### src/rtl/seg7_scan_mux.sv
// Scans NDIG active-low segment bytes onto one shared bus, one anode at a time, with PWM dimming,
// a blanked guard interval at the start of each slot and a frame strobe. Define BLINK_EN to add per-digit blinking.
module seg7_scan_mux #(
  parameter int NDIG  = 4,
  parameter int DIV   = 50000,
  parameter int GUARD = 16,
  parameter int BR_W  = 3
`ifdef BLINK_EN
  , parameter int BLINK_FR = 64
`endif
) (
  input  logic              clk,
  input  logic              rst_asyn,
  input  logic [8*NDIG-1:0] Seg_in,
  input  logic [NDIG-1:0]   Dig_en,
  input  logic [BR_W-1:0]   Bright,
`ifdef BLINK_EN
  input  logic [NDIG-1:0]   Blink,
`endif
  output logic [7:0]        Seg_out,
  output logic [NDIG-1:0]   An_out,
  output logic              Frame_out
);
  localparam int CNT_W = (DIV > 1) ? $clog2(DIV) : 1;
  localparam int IDX_W = (NDIG > 1) ? $clog2(NDIG) : 1;
  localparam logic [CNT_W-1:0] CNT_LAST = CNT_W'(DIV - 1);
  localparam logic [IDX_W-1:0] IDX_LAST = IDX_W'(NDIG - 1);

  logic [CNT_W-1:0] cnt;
  logic [IDX_W-1:0] idx;
  logic [BR_W-1:0]  pwm;
  logic             tick;
  logic             frame_wrap;
  logic             guard_ok;
  logic             drive;
  logic [7:0]       seg_sel;
  logic [NDIG-1:0]  an_sel;
  logic             en_sel;
  logic             blink_mask;

  assign tick       = (cnt == CNT_LAST);
  assign frame_wrap = tick && (idx == IDX_LAST);

  // A zero guard would make the compare constant, so it is elaborated away.
  generate
    if (GUARD == 0) begin : g_no_guard
      assign guard_ok = 1'b1;
    end else begin : g_guard
      assign guard_ok = (cnt >= CNT_W'(GUARD));
    end
  endgenerate

`ifdef BLINK_EN
  localparam int FR_W = (BLINK_FR > 1) ? $clog2(BLINK_FR) : 1;
  localparam logic [FR_W-1:0] FR_LAST = FR_W'(BLINK_FR - 1);

  logic [FR_W-1:0] fr_cnt;
  logic            phase;
  logic            blink_sel;
`endif

  always_comb begin
    seg_sel = 8'hFF;
    an_sel  = '1;
    en_sel  = 1'b0;
`ifdef BLINK_EN
    blink_sel = 1'b0;
`endif
    for (int d = 0; d < NDIG; d++) begin
      if (idx == IDX_W'(d)) begin
        seg_sel   = Seg_in[8*d +: 8];
        an_sel[d] = 1'b0;
        en_sel    = Dig_en[d];
`ifdef BLINK_EN
        blink_sel = Blink[d];
`endif
      end
    end
  end

`ifdef BLINK_EN
  // Phase flips on the frame wrap itself, so it lines up with the frame boundary.
  always_ff @(posedge clk or negedge rst_asyn) begin
    if (!rst_asyn) begin
      fr_cnt <= '0;
      phase  <= 1'b0;
    end else if (frame_wrap) begin
      if (fr_cnt == FR_LAST) begin
        fr_cnt <= '0;
        phase  <= ~phase;
      end else begin
        fr_cnt <= fr_cnt + FR_W'(1);
      end
    end
  end

  assign blink_mask = phase && blink_sel;
`else
  assign blink_mask = 1'b0;
`endif

  assign drive = guard_ok && (pwm <= Bright) && en_sel && !blink_mask;

  always_ff @(posedge clk or negedge rst_asyn) begin
    if (!rst_asyn) begin
      cnt <= '0;
      idx <= '0;
      pwm <= '0;
    end else begin
      pwm <= pwm + BR_W'(1);
      if (tick) begin
        cnt <= '0;
        idx <= (idx == IDX_LAST) ? '0 : idx + IDX_W'(1);
      end else begin
        cnt <= cnt + CNT_W'(1);
      end
    end
  end

  always_ff @(posedge clk or negedge rst_asyn) begin
    if (!rst_asyn) begin
      Seg_out   <= 8'hFF;
      An_out    <= '1;
      Frame_out <= 1'b0;
    end else begin
      Seg_out   <= drive ? seg_sel : 8'hFF;
      An_out    <= drive ? an_sel : '1;
      Frame_out <= frame_wrap;
    end
  end

endmodule

### config.mk
export PLATFORM = sky130hd
export DESIGN_NAME = seg7_scan_mux
export DESIGN_NICKNAME = d
export VERILOG_FILES = /design/src/rtl/seg7_scan_mux.sv
export SDC_FILE = /design/constraint.sdc
export NUM_CORES = 1
export LEC_CHECK = 0
export BUFFER_PORTS_ARGS = -buffer_cell sky130_fd_sc_hd__buf_2
export CORE_ASPECT_RATIO = 0.8
export CORE_MARGIN = 3
export CORE_UTILIZATION = 46
export CTS_CLUSTER_SIZE = 30
export DETAILED_ROUTE_END_ITERATION = 7
export GPL_TIMING_DRIVEN = 1
export PLACE_DENSITY_LB_ADDON = 0.05
export SLEW_MARGIN = 10
export SYNTH_ARGS = -nofsm -noshare
export SYNTH_HDL_FRONTEND = slang
export SYNTH_SLANG_ARGS = --single-unit
### constraint.sdc
create_clock -name clk -period 1.6 [get_ports clk]
set_input_delay 0.32 -clock clk [delete_from_list [all_inputs] [get_ports clk]]
set_output_delay 0.32 -clock clk [all_outputs]
set_load 0.01 [all_outputs]
# [Word-level counts from Yosys, hierarchy flattened]
# Index checks and enable logic that the tools add are counted.
[totals] out_inout_bits=13 latchBits=0 reg_bits=34 mem_bits_ro=0 ram_bits=0 memories=0 inputBits=41
[op_classes] multipliers=0 addsub=3 n_lt_le_gt_ge=2 n_mux=16 bitwise_logic=0 shifts=0 div=0 n_reduce_logical=4 n_eq_ne=4
[op_table] cell="two-way mux 8 bit" count=5
[op_table] cell="adder 16 x 1 -> 16 bit, second input constant" count=1
[op_table] cell="equality test 16 bit, second input constant" count=1
[op_table] cell=">= comparator 16 x 5 -> 1 bit, second input constant" count=1
[op_table] cell="two-way mux 16 bit" count=1
[op_table] cell="two-way mux 1 bit" count=8
[op_table] cell="equality test 2 bit, second input constant" count=2
[op_table] cell="two-way mux 4 bit" count=1
[op_table] cell="adder 3 x 1 -> 3 bit, second input constant" count=1
[op_table] cell="less-or-equal comparator 3 bit" count=1
[op_table] cell="logical AND 1 bit" count=3
[op_table] cell="adder 2 x 1 -> 2 bit, second input constant" count=1
[op_table] cell="equality test 2 x 1 -> 1 bit, second input constant" count=1
[op_table] cell="zero test 2 bit" count=1
[op_table] cell="two-way mux 2 bit" count=1

# [Depth between registers and ports, before layout]
[logic_depth] depth_word=7 depth_mapped=8

# [Worst setup path before layout]
# No wires, ideal clock.
[synth_path] path_type="register to register" from="register cnt[11]" to="register idx[1]" n_path_buf=0 path_stages_with_launch=5 period_less_slack_ps=1778 setup_slack_ps=-178 arrival_ps=1653 cell_sequence="dfrtp_1 -> or4_1 -> or2_1 -> nor2b_2 -> mux2_2"
[synth_via] elab_chain_len=1
[synth_lines] element="from (decl)" line_no="29" source="logic [CNT_W-1:0] cnt;"
[synth_lines] element="from (signal assigned)" line_no="115" source="cnt <= cnt + CNT_W'(1);"
[synth_lines] element="equality test 16 bit" line_no="41" source="assign tick = (cnt == CNT_LAST);"
[synth_lines] element="to (signal assigned)" line_no="113" source="idx <= (idx == IDX_LAST) ? '0 : idx + IDX_W'(1);"
[synth_lines] element="to (decl)" line_no="30" source="logic [IDX_W-1:0] idx;"
# Every way passes these cells.
# A chain may end at the register's enable or synchronous reset.

# [Worst setup path in the final report]
[layout_path] from="register cnt[10]" to="register idx[1]"
# Same word-level chain as after synthesis.

==> impl_metrics.yaml <==
status:
  status: "finished, violations left"
  violations: "negative setup slack"
power:
  seq_power_share: 0.473
  swShare: 0.219
  total_power_mw: 1.87
  power_density_nw_per_um2: 730
  vdd_drop_max_uv: 656
  p_switching_mw: 0.410
  p_leak_nw: 1.29
  power_frac_comb: 0.083
  p_clk_frac: 0.444
  p_int_mw: 1.46
worst_hold_path:
  hold_class: "primary input to register"
  whs_endpoint: "Seg_out[6]$_DFF_PN1_"
  hold_start: "Seg_in[30]"
  holdPathStages: 3
finish:
  layout.nets: 327
  register_area_sq_um: 866
  fill_cells: 298
  drive_gt1_frac: 0.415
  syn2layout_area_growth_pct: 39.5
  multi_input_area_sq_um: 926
  finalNonFillerCells: 329
  n_antenna_cell: 0
  fin_util: 0.704
die:
  rows: 19
  fp.dieArea_sq_um: 4790
  coreArea_sq_um: 3640
  die_h_um: 62.5
  initial_core_util: 0.505
  pin_count: 54
  fp.dieW_um: 76.6
worst_setup_path:
  cpPeakStageDelay_ps: 550
  reg2reg_slack_ps: -140
  r2r-end: "idx[1]$_DFFE_PN0N_"
  worstPathCellList: "or4_4 -> or2_4 -> nor2b_4 -> mux2_4"
  worstPathRequired_ps: 1780
  path_buf_inv: 0
  worstSetupPathType: "register to register"
  arrival_ps: 1930
  end_kind: "register"
  rr_worst_depth: 4
  critPathLaunchType: "register"
  path_delay_family: "simple AND/OR/NAND/NOR gates"
  critPathSlowestCell: "or4_4"
  r2r-start: "cnt[10]$_DFF_PN0_"
  crit_path_max_fanout: 3
synthesis:
  ys_ff_latch: 34
  synth_cells: 196
  syn_nets: 247
  ys_types: 34
  yosysWarnings: 0
  synthesis.area_sq_um: 1840
  syn_avg_cell_area_sq_um: 9.36
  seq_area_frac_synth: 0.472
sta:
  relSlewSlack: 0.759
  clock.fmax_mhz: 574
  finalHoldViolCount: 0
  maxSlewViolCount: 0
  final-setup-viol-count: 24
  final.period_utilization: 1.09
  rsz0062_at_grt: "true"
  finalClockSkew_ps: 15.1
  worst_pin_slew_ps: 358
  fin_ws_ps: -144
  period_minus_slack_ps: 1740
  whs_ps: 278
global_routing:
  antenna_found_initial: 0
  grt_pass1_wl_um: 7200
  grt-ovfl-total: 0
  grt_usage: 0.191
  grt_max_degree: 21
  grt_pass1_vias: 1519
routing:
  ant_nets: 0
  routed_wirelength_um: 4330
  vias: 1644
  vias_per_cell: 5.00
  drt_iter0_markers: 136
  drt-wirelength-per-cell_um: 13.1
  drcViolationCount: 0
  firstDrtPassIters: 5
flow_run:
  cap_violations: 0
clock_network:
  cts_buffers: 5
  htreeDepth: 2
  tritoncts: "done"
  cts_sinks: 34
  root_buffer: "clkbuf_8"
  clock_latency_ps: 290
  cts_max_path_buffers: 2
  clkTransAtPathRegs_ps: 80
place:
  gp_congestion: 0.891
  portBuffers: 53
  placed_cells: 319
  dp_hpwl_um: 3390
==> registers in the layout, indices dropped and copies added, names as in the netlist <==
register,count
Seg_out,8
An_out,4
cnt,16
pwm,3
idx,2
Frame_out,1
==> how the worst max path moves through the flow <==
stage | slack [ps] | start | depth (start not counted) | to
2_1_floorplan | -120 | cnt[13]$_DFF_PN0_ | 4 | idx[1]$_DFFE_PN0N_
5_1_grt | -190 | cnt[10]$_DFF_PN0_ | 4 | idx[1]$_DFFE_PN0N_
3_3_place_gp | -130 | cnt[13]$_DFF_PN0_ | 4 | idx[1]$_DFFE_PN0N_
3_5_place_dp | -180 | cnt[13]$_DFF_PN0_ | 4 | idx[1]$_DFFE_PN0N_
6_report | -140 | cnt[10]$_DFF_PN0_ | 4 | idx[1]$_DFFE_PN0N_
4_1_cts | -150 | cnt[10]$_DFF_PN0_ | 4 | idx[1]$_DFFE_PN0N_
==> power by group through the flow <==
stage               clock (mW)  combinational [mW]  sequential [mW]
detailed placement           0               0.149            0.899
global route             0.903               0.173            0.885
floorplan                    0              0.0452            0.908
finish                   0.831               0.155            0.884
CTS                      0.846               0.152            0.884
global placement             0               0.148            0.899
==> placed cells by master, fill, tap and decap left out, types with 2 or more instances in the layout <==
cell type,Yosys,final
nor4_2,0,2
nand2_1,23,23
xnor2_1,9,9
nor2_1,23,22
nand3b_1,12,12
buf_2,1,53
buf_6,0,2
nand4_1,4,4
clkbuf_8,0,5
dfrtp_1,22,22
ha_1,10,9
inv_1,18,18
o22ai_1,8,8
a221oi_2,0,4
clkbuf_16,0,2
dfstp_2,12,12
buf_4,1,25
nor3_1,4,4
nand3_1,6,6
a221oi_1,8,4
nor4_1,5,3
xor2_1,6,6
==> cells by family after synthesis <==
kind of cell	Yosys count	share of synthesized area
AND/OR/NAND/NOR	85	0.231
adder cells (fa/ha/maj)	10	0.0682
multiplexers	2	0.0116
AO/OA/AOI/OAI	22	0.0859
buffers and inverters	28	0.0600
XOR/XNOR	15	0.0716
flip-flops	34	0.472
==> per-stage QoR <==
stage / setup WS (ps) / TNS (ps) / instance area, sq um
6_report: -144 / -1450 / 2560
5_1_grt: -191 / -2900 / 2560
4_1_cts: -148 / -2430 / 2500
3_5_place_dp: -181 / -2660 / 2350
3_3_place_gp: -134 / -1810 / 2350
2_1_floorplan: -124 / -401 / 1840
==> cell type report <==
class	count	share of cell area
Clock buffer	7	0.0464
Clock inverter	1	0.00342
Inverter	19	0.0278
Multi-Input combinational cell	134	0.362
Sequential cell	34	0.338
Tap cell	52	0.0254
Timing Repair Buffer	82	0.197
==> cells in the mapped netlist <==
cell type   n  area, sq um
nand2_1    23         86.3
nor2_1     23         86.3
dfrtp_1    22          551
inv_1      18         67.6
dfstp_2    12          315
nand3b_1   12         90.1
ha_1       10          125
xnor2_1     9         78.8
a221oi_1    8         70.1
o22ai_1     8         50.1
clkbuf_1    6         22.5
nand3_1     6         30.0
xor2_1      6         52.6
nor4_1      5         31.3
nand4_1     4         25.0
nor3_1      4         20.0
a21oi_1     2         10.0
or4_1       2         15.0
a211o_1     1         8.76
a211oi_1    1         7.51
a31oi_1     1         6.26
and3_1      1         6.26
buf_1       1         3.75
buf_2       1         5.00
buf_4       1         7.51
clkinv_1    1         3.75
mux2_2      1         11.3
mux2i_1     1         10.0
nand2b_1    1         6.26
nor2b_1     1         6.26
nor2b_2     1         8.76
o21ai_0     1         5.00
or2_1       1         6.26
or3_1       1         6.26
==> timing repair <==
action	4_1_cts	5_1_grt
setup endpoints to repair	24	24
buffers inserted	0	1
hold buffers	1	0
resized for setup	4	11
endpoints found under the hold margin	14	0
pin swaps	4	3
==> tightest hold or removal path: stages <==
cell and delay [ps]:
buf_2 80, o22ai_1 60, nand3b_1 70
==> per-layer routing <==
| layer | GRT usage | wire length, um | vias up |
|---|---|---|---|
| li1 | - | - | 828 |
| met1 | 0.300 | 2170 | 741 |
| met2 | 0.249 | 1780 | 73 |
| met3 | 0.0476 | 364 | 2 |
| met4 | 0.0611 | 13 | 0 |
| met5 | 0 | 0 | - |
Note: power is estimated with default switching activity, not from simulation.
